$ cat config.mk
export PLATFORM = sky130hd
export DESIGN_NAME = tx_resp_arbiter
export DESIGN_NICKNAME = d
export VERILOG_FILES = /design/src/rtl/tx_resp_arbiter_pkg.sv /design/src/rtl/tx_resp_arbiter_rr_arb2.sv /design/src/rtl/tx_resp_arbiter.sv
export SDC_FILE = /design/constraint.sdc
export NUM_CORES = 1
export LEC_CHECK = 0
export ABC_AREA = 0
export CAP_MARGIN = 10
export CORE_MARGIN = 2
export CORE_UTILIZATION = 40
export DETAILED_ROUTE_END_ITERATION = 8
export PLACE_DENSITY = 0.73
export SYNTH_ARGS = -nofsm -noshare
export SYNTH_HDL_FRONTEND = slang
export SYNTH_SLANG_ARGS = --single-unit
$ cat constraint.sdc
create_clock -name CLK -period 4.5 [get_ports CLK]
set_input_delay 0.9 -clock CLK [delete_from_list [all_inputs] [get_ports CLK]]
set_output_delay 0.9 -clock CLK [all_outputs]
set_load 0.005 [all_outputs]
$ cat src/rtl/tx_resp_arbiter_pkg.sv
// rtl/tx_resp_arbiter_pkg.sv - shared state encoding and frame byte counts for tx_resp_arbiter
package tx_resp_arbiter_pkg;

    typedef enum logic [1:0] {
        IDLE     = 2'd0,
        SEND_REG = 2'd1,
        SEND_LO  = 2'd2,
        SEND_HI  = 2'd3
    } state_t;

    // Bytes written to the TX FIFO per accepted frame
    localparam logic [1:0] REG_FRAME_BYTES = 2'd1;
    localparam logic [1:0] ALU_FRAME_BYTES = 2'd2;
    localparam logic [1:0] ALU_SKIP_BYTES  = 2'd1;

    localparam int GNT_REG = 0;
    localparam int GNT_ALU = 1;

endpackage

$ cat src/rtl/tx_resp_arbiter_rr_arb2.sv
// rtl/tx_resp_arbiter_rr_arb2.sv - two-way round-robin arbiter (rr_arb2), pointer favours the loser of the last grant
module rr_arb2 (
    input  logic       clk,
    input  logic       resetn,
    input  logic [1:0] req,
    input  logic       update,
    output logic [1:0] gnt
);

    // ptr low favours req[0], high favours req[1]
    logic ptr;

    assign gnt[0] = req[0] & (~req[1] | ~ptr);
    assign gnt[1] = req[1] & (~req[0] |  ptr);

    always_ff @(posedge clk) begin
        if (!resetn) begin
            ptr <= 1'b0;
        end else if (update) begin
            ptr <= gnt[0];
        end
    end

endmodule

$ cat src/rtl/tx_resp_arbiter.sv
// rtl/tx_resp_arbiter.sv - arbitrates register-read and ALU responses into TX FIFO bytes; ALU_HI_SKIP_EN drops a zero high byte
module tx_resp_arbiter
    import tx_resp_arbiter_pkg::*;
#(
    parameter int DATA_W = 8
) (
    input  logic                CLK,
    input  logic                RST,
    input  logic                REG_VLD,
    input  logic [DATA_W-1:0]   REG_DATA,
    output logic                REG_RDY,
    input  logic                ALU_VLD,
    input  logic [2*DATA_W-1:0] ALU_DATA,
    output logic                ALU_RDY,
    input  logic                FIFO_FULL,
    output logic [DATA_W-1:0]   WR_DATA,
    output logic                WR_INC,
    output logic                BUSY
);

    state_t              state;
    logic [2*DATA_W-1:0] hold;
    logic [1:0]          frame_len;
    logic [1:0]          alu_len;
    logic                accept_en;
    logic [1:0]          req;
    logic [1:0]          gnt;
    logic [DATA_W-1:0]   wr_byte;

    // Grants only happen in IDLE and never while reset is asserted
    assign accept_en = RST && (state == IDLE);
    assign req       = {ALU_VLD, REG_VLD} & {2{accept_en}};

    rr_arb2 u_rr_arb2 (
        .clk    (CLK),
        .resetn (RST),
        .req    (req),
        .update (|gnt),
        .gnt    (gnt)
    );

    assign REG_RDY = gnt[GNT_REG];
    assign ALU_RDY = gnt[GNT_ALU];

`ifdef ALU_HI_SKIP_EN
    assign alu_len = (ALU_DATA[2*DATA_W-1:DATA_W] == '0) ? ALU_SKIP_BYTES : ALU_FRAME_BYTES;
`else
    assign alu_len = ALU_FRAME_BYTES;
`endif

    always_ff @(posedge CLK) begin
        if (!RST) begin
            state     <= IDLE;
            hold      <= '0;
            frame_len <= '0;
        end else begin
            case (state)
                IDLE: begin
                    if (gnt[GNT_REG]) begin
                        hold      <= {{DATA_W{1'b0}}, REG_DATA};
                        frame_len <= REG_FRAME_BYTES;
                        state     <= SEND_REG;
                    end else if (gnt[GNT_ALU]) begin
                        hold      <= ALU_DATA;
                        frame_len <= alu_len;
                        state     <= SEND_LO;
                    end
                end
                SEND_REG: begin
                    if (!FIFO_FULL) begin
                        state <= IDLE;
                    end
                end
                SEND_LO: begin
                    // A one-byte ALU frame ends here instead of visiting SEND_HI
                    if (!FIFO_FULL) begin
                        state <= (frame_len == ALU_SKIP_BYTES) ? IDLE : SEND_HI;
                    end
                end
                SEND_HI: begin
                    if (!FIFO_FULL) begin
                        state <= IDLE;
                    end
                end
                default: state <= IDLE;
            endcase
        end
    end

    always_comb begin
        wr_byte = '0;
        case (state)
            SEND_REG, SEND_LO: wr_byte = hold[DATA_W-1:0];
            SEND_HI:           wr_byte = hold[2*DATA_W-1:DATA_W];
            default:           wr_byte = '0;
        endcase
    end

    assign WR_INC  = RST && (state != IDLE) && !FIFO_FULL;
    assign WR_DATA = WR_INC ? wr_byte : '0;
    assign BUSY    = (state != IDLE);

endmodule

==> results.yml <==
clock_tree:
  cts.sinks: 21
  cts_setup_buffers: 0
  clk_path_buf_depth: 2
  cts_tree: "built"
  cts_hold_buf: 0
  tritoncts.num_buffers: 3
  htreeDepth: 1
  clk_pin_slew_ps: 110
  clock_latency_ps: 290
  root_buffer: "clkbuf_4"
  ctsResizeCount: 0
worst_setup_path:
  critPathSlowestCell: "clkdlybuf4s50_1"
  cp_num_buf_inv: 2
  r2r-end: "state[1]"
  crit_top_cell: "clkdlybuf4s50_1"
  path_max_fanout: 8
  path_class: "primary input to primary output"
  slowest_delay_ps: 580
  worstPathArrival_ps: 2740
  crit_cells: 5
  crit_family: "buffers and inverters"
  worstReg2RegStart: "state[1]"
  critPathCaptureType: "primary output"
  path_cells: "clkdlybuf4s50_1 > nor3b_1 > nand2b_1 > nor2_1 > clkdlybuf4s50_1"
  critPathLaunchType: "primary input"
  reg2reg_depth: 5
  rrSetupSlack_ps: 2680
  startpoint: "RST"
  required_ps: 3600
  worstSetupEndpoint: "WR_DATA[4]"
logic_synthesis:
  avgSynthCellArea_um2: 8.61
  synth_nets: 163
  ys_ff_latch: 21
  synth_seq_area_share: 0.378
  netlist_area_mm2: 0.00111
  ys_warn_count: 0
  synth.distinct_cells: 27
  netlist_instances: 129
floorplanning:
  core-area_mm2: 0.00269
  num_io_pins: 41
  die_w_um: 56.7
  placementRows: 19
  die_area_mm2: 0.00322
  start_util: 0.414
  fp.dieH_um: 56.7
grt:
  grt_pass1_vias: 1055
  grt_util_met1: 0.262
  antenna_found_initial: 0
  busiest_layer: "met2"
  grt_use_met3: 0.0369
  grt_max_degree: 21
  grt.total_usage: 0.192
  grt_pass1_wl_um: 4890
  use_met2: 0.316
  gr-total-overflow: 0
sta:
  relSlewSlack: 0.480
  rsz0062_at_grt: "false"
  post-route-worst-setup-slack_ps: 863
  period_needed_ps: 3640
  finalHoldViolCount: 0
  maxSlewViolCount: 0
  max_freq_ghz: 0.275
  clock_skew_ps: 5.29
  tns_ps: 0
  final-setup-viol-count: 0
  worstMarginPinSlew_ps: 778
  period_share: 0.808
layout:
  nets: 198
  multiInputGateArea_um2: 611
  area_growth_pct: 38.4
  fillers: 265
  regArea_um2: 420
  antenna_cells: 0
  drive_above_1_share: 0.0491
  post-route-util: 0.572
detailed_routing:
  wirelength_um: 3030
  wl_per_cell_um: 15.6
  drc: 0
  via_per_inst: 5.78
  via_count: 1121
  drt_iter0_drc: 21
  ant_nets: 0
  dr.pass1.iters: 4
placed_design:
  detailed_place_hpwl_um: 2090
  place_congestion: 0.802
  portBuffers: 40
  pre_cts_ws_ps: 854
min_path:
  worstHoldPathCells: 2
  min_path_type: "flip-flop to flip-flop"
power:
  p_per_area_mw_per_mm2: 384
  p_total_w: 0.000590
  p_leak_nw: 0.549
  vdd_ir_drop_max_v: 0.000248
run_status:
  status: "completed"
flow_run:
  drv_cap: 0
## cells in the final DEF (no fill, tap or decap)
cell type,count
clkdlybuf4s50_1,40
dfxtp_1,21
nor2_1,16
a32oi_1,16
a21oi_1,10
a22oi_1,8
nand3_1,8
inv_1,5
nor2b_1,5
ha_1,5
clkbuf_4,3
buf_4,3
and2_1,2
a21boi_0,2
nor3b_1,2
nand2b_1,2
and3_1,2
nand2_1,2
a221oi_1,2
o31a_1,2
o211ai_2,1
o211a_1,1
or3_4,1
o21ai_0,1
a22o_1,1
a311oi_1,1
clkbuf_1,1
## final cells by class
type	instances	share of cell area
Clock buffer	4	0.0171
Multi-Input combinational cell	90	0.397
Timing Repair Buffer	43	0.275
Sequential cell	21	0.273
Inverter	5	0.0122
Tap cell	31	0.0252
## cell usage after synthesis
cell type,n,share of area
dfxtp_1,21,0.38
a32oi_1,16,0.13
nor2_1,16,0.054
a21oi_1,10,0.045
a22oi_1,8,0.054
nand3_1,8,0.036
clkbuf_1,6,0.020
ha_1,5,0.056
inv_1,5,0.017
nor2b_1,5,0.028
buf_2,4,0.018
a21boi_0,2,0.014
a221oi_1,2,0.016
and2_1,2,0.011
and3_1,2,0.011
buf_1,2,0.0068
nand2_1,2,0.0068
nand2b_1,2,0.011
nor3b_1,2,0.014
o31a_1,2,0.016
a22o_1,1,0.0079
a311oi_1,1,0.0079
buf_6,1,0.010
o211a_1,1,0.0090
o211ai_2,1,0.011
o21ai_0,1,0.0045
or3_4,1,0.010
## cells by family (layout without fill, tap and decap cells)
kind of cell	after synthesis	in the layout	share of synthesized area
compound gates	45	45	0.311
buf+inv	18	52	0.0721
flops	21	21	0.378
simple gates	40	40	0.182
fa+ha+maj	5	5	0.0563
## worst reg2reg max path, delay by kind of cell, from the launching register on
| kind | cells | cell delay (ps) |
|---|---|---|
| flops | 1 | 380 |
| fa+ha+maj | 1 | 340 |
| simple gates | 1 | 440 |
| compound gates | 2 | 430 |
| buf+inv | 1 | 120 |
## sequential cells by signal, summed over array words and instances, names as in the netlist
signal	flops
hold	16
frame_len	2
state	2
u_rr_arb2.ptr	1
## metal layers
layer | routed length [um] | share of wire
met5 | 0 | 0
met4 | 16 | 0.0053
met3 | 171 | 0.056
met2 | 1470 | 0.48
met1 | 1380 | 0.45
## worst min path at each step
stage	from	to	slack, ps
2_1_floorplan	frame_len[1]	frame_len[1]	440
3_3_place_gp	frame_len[1]	frame_len[1]	440
3_5_place_dp	frame_len[1]	frame_len[1]	460
4_1_cts	frame_len[1]	frame_len[1]	480
5_1_grt	frame_len[1]	frame_len[1]	500
6_report	frame_len[1]	frame_len[1]	480
## power by group
part / switching, W / internal, W
Combinational: 0.000136 / 0.000124
Clock: 0.0000550 / 0.0000344
Sequential: 0.0000240 / 0.000217
Total: 0.000215 / 0.000375
## metrics by stage
| stage | area, um2 | hold slack, ps | instances |
|---|---|---|---|
| floorplan | 1110 | 437 | 129 |
| global placement | 1510 | 443 | 190 |
| detailed placement | 1510 | 460 | 190 |
| CTS | 1540 | 477 | 194 |
| global route | 1540 | 503 | 194 |
| finish | 1540 | 477 | 194 |
Power figures use the tool's default switching activity.
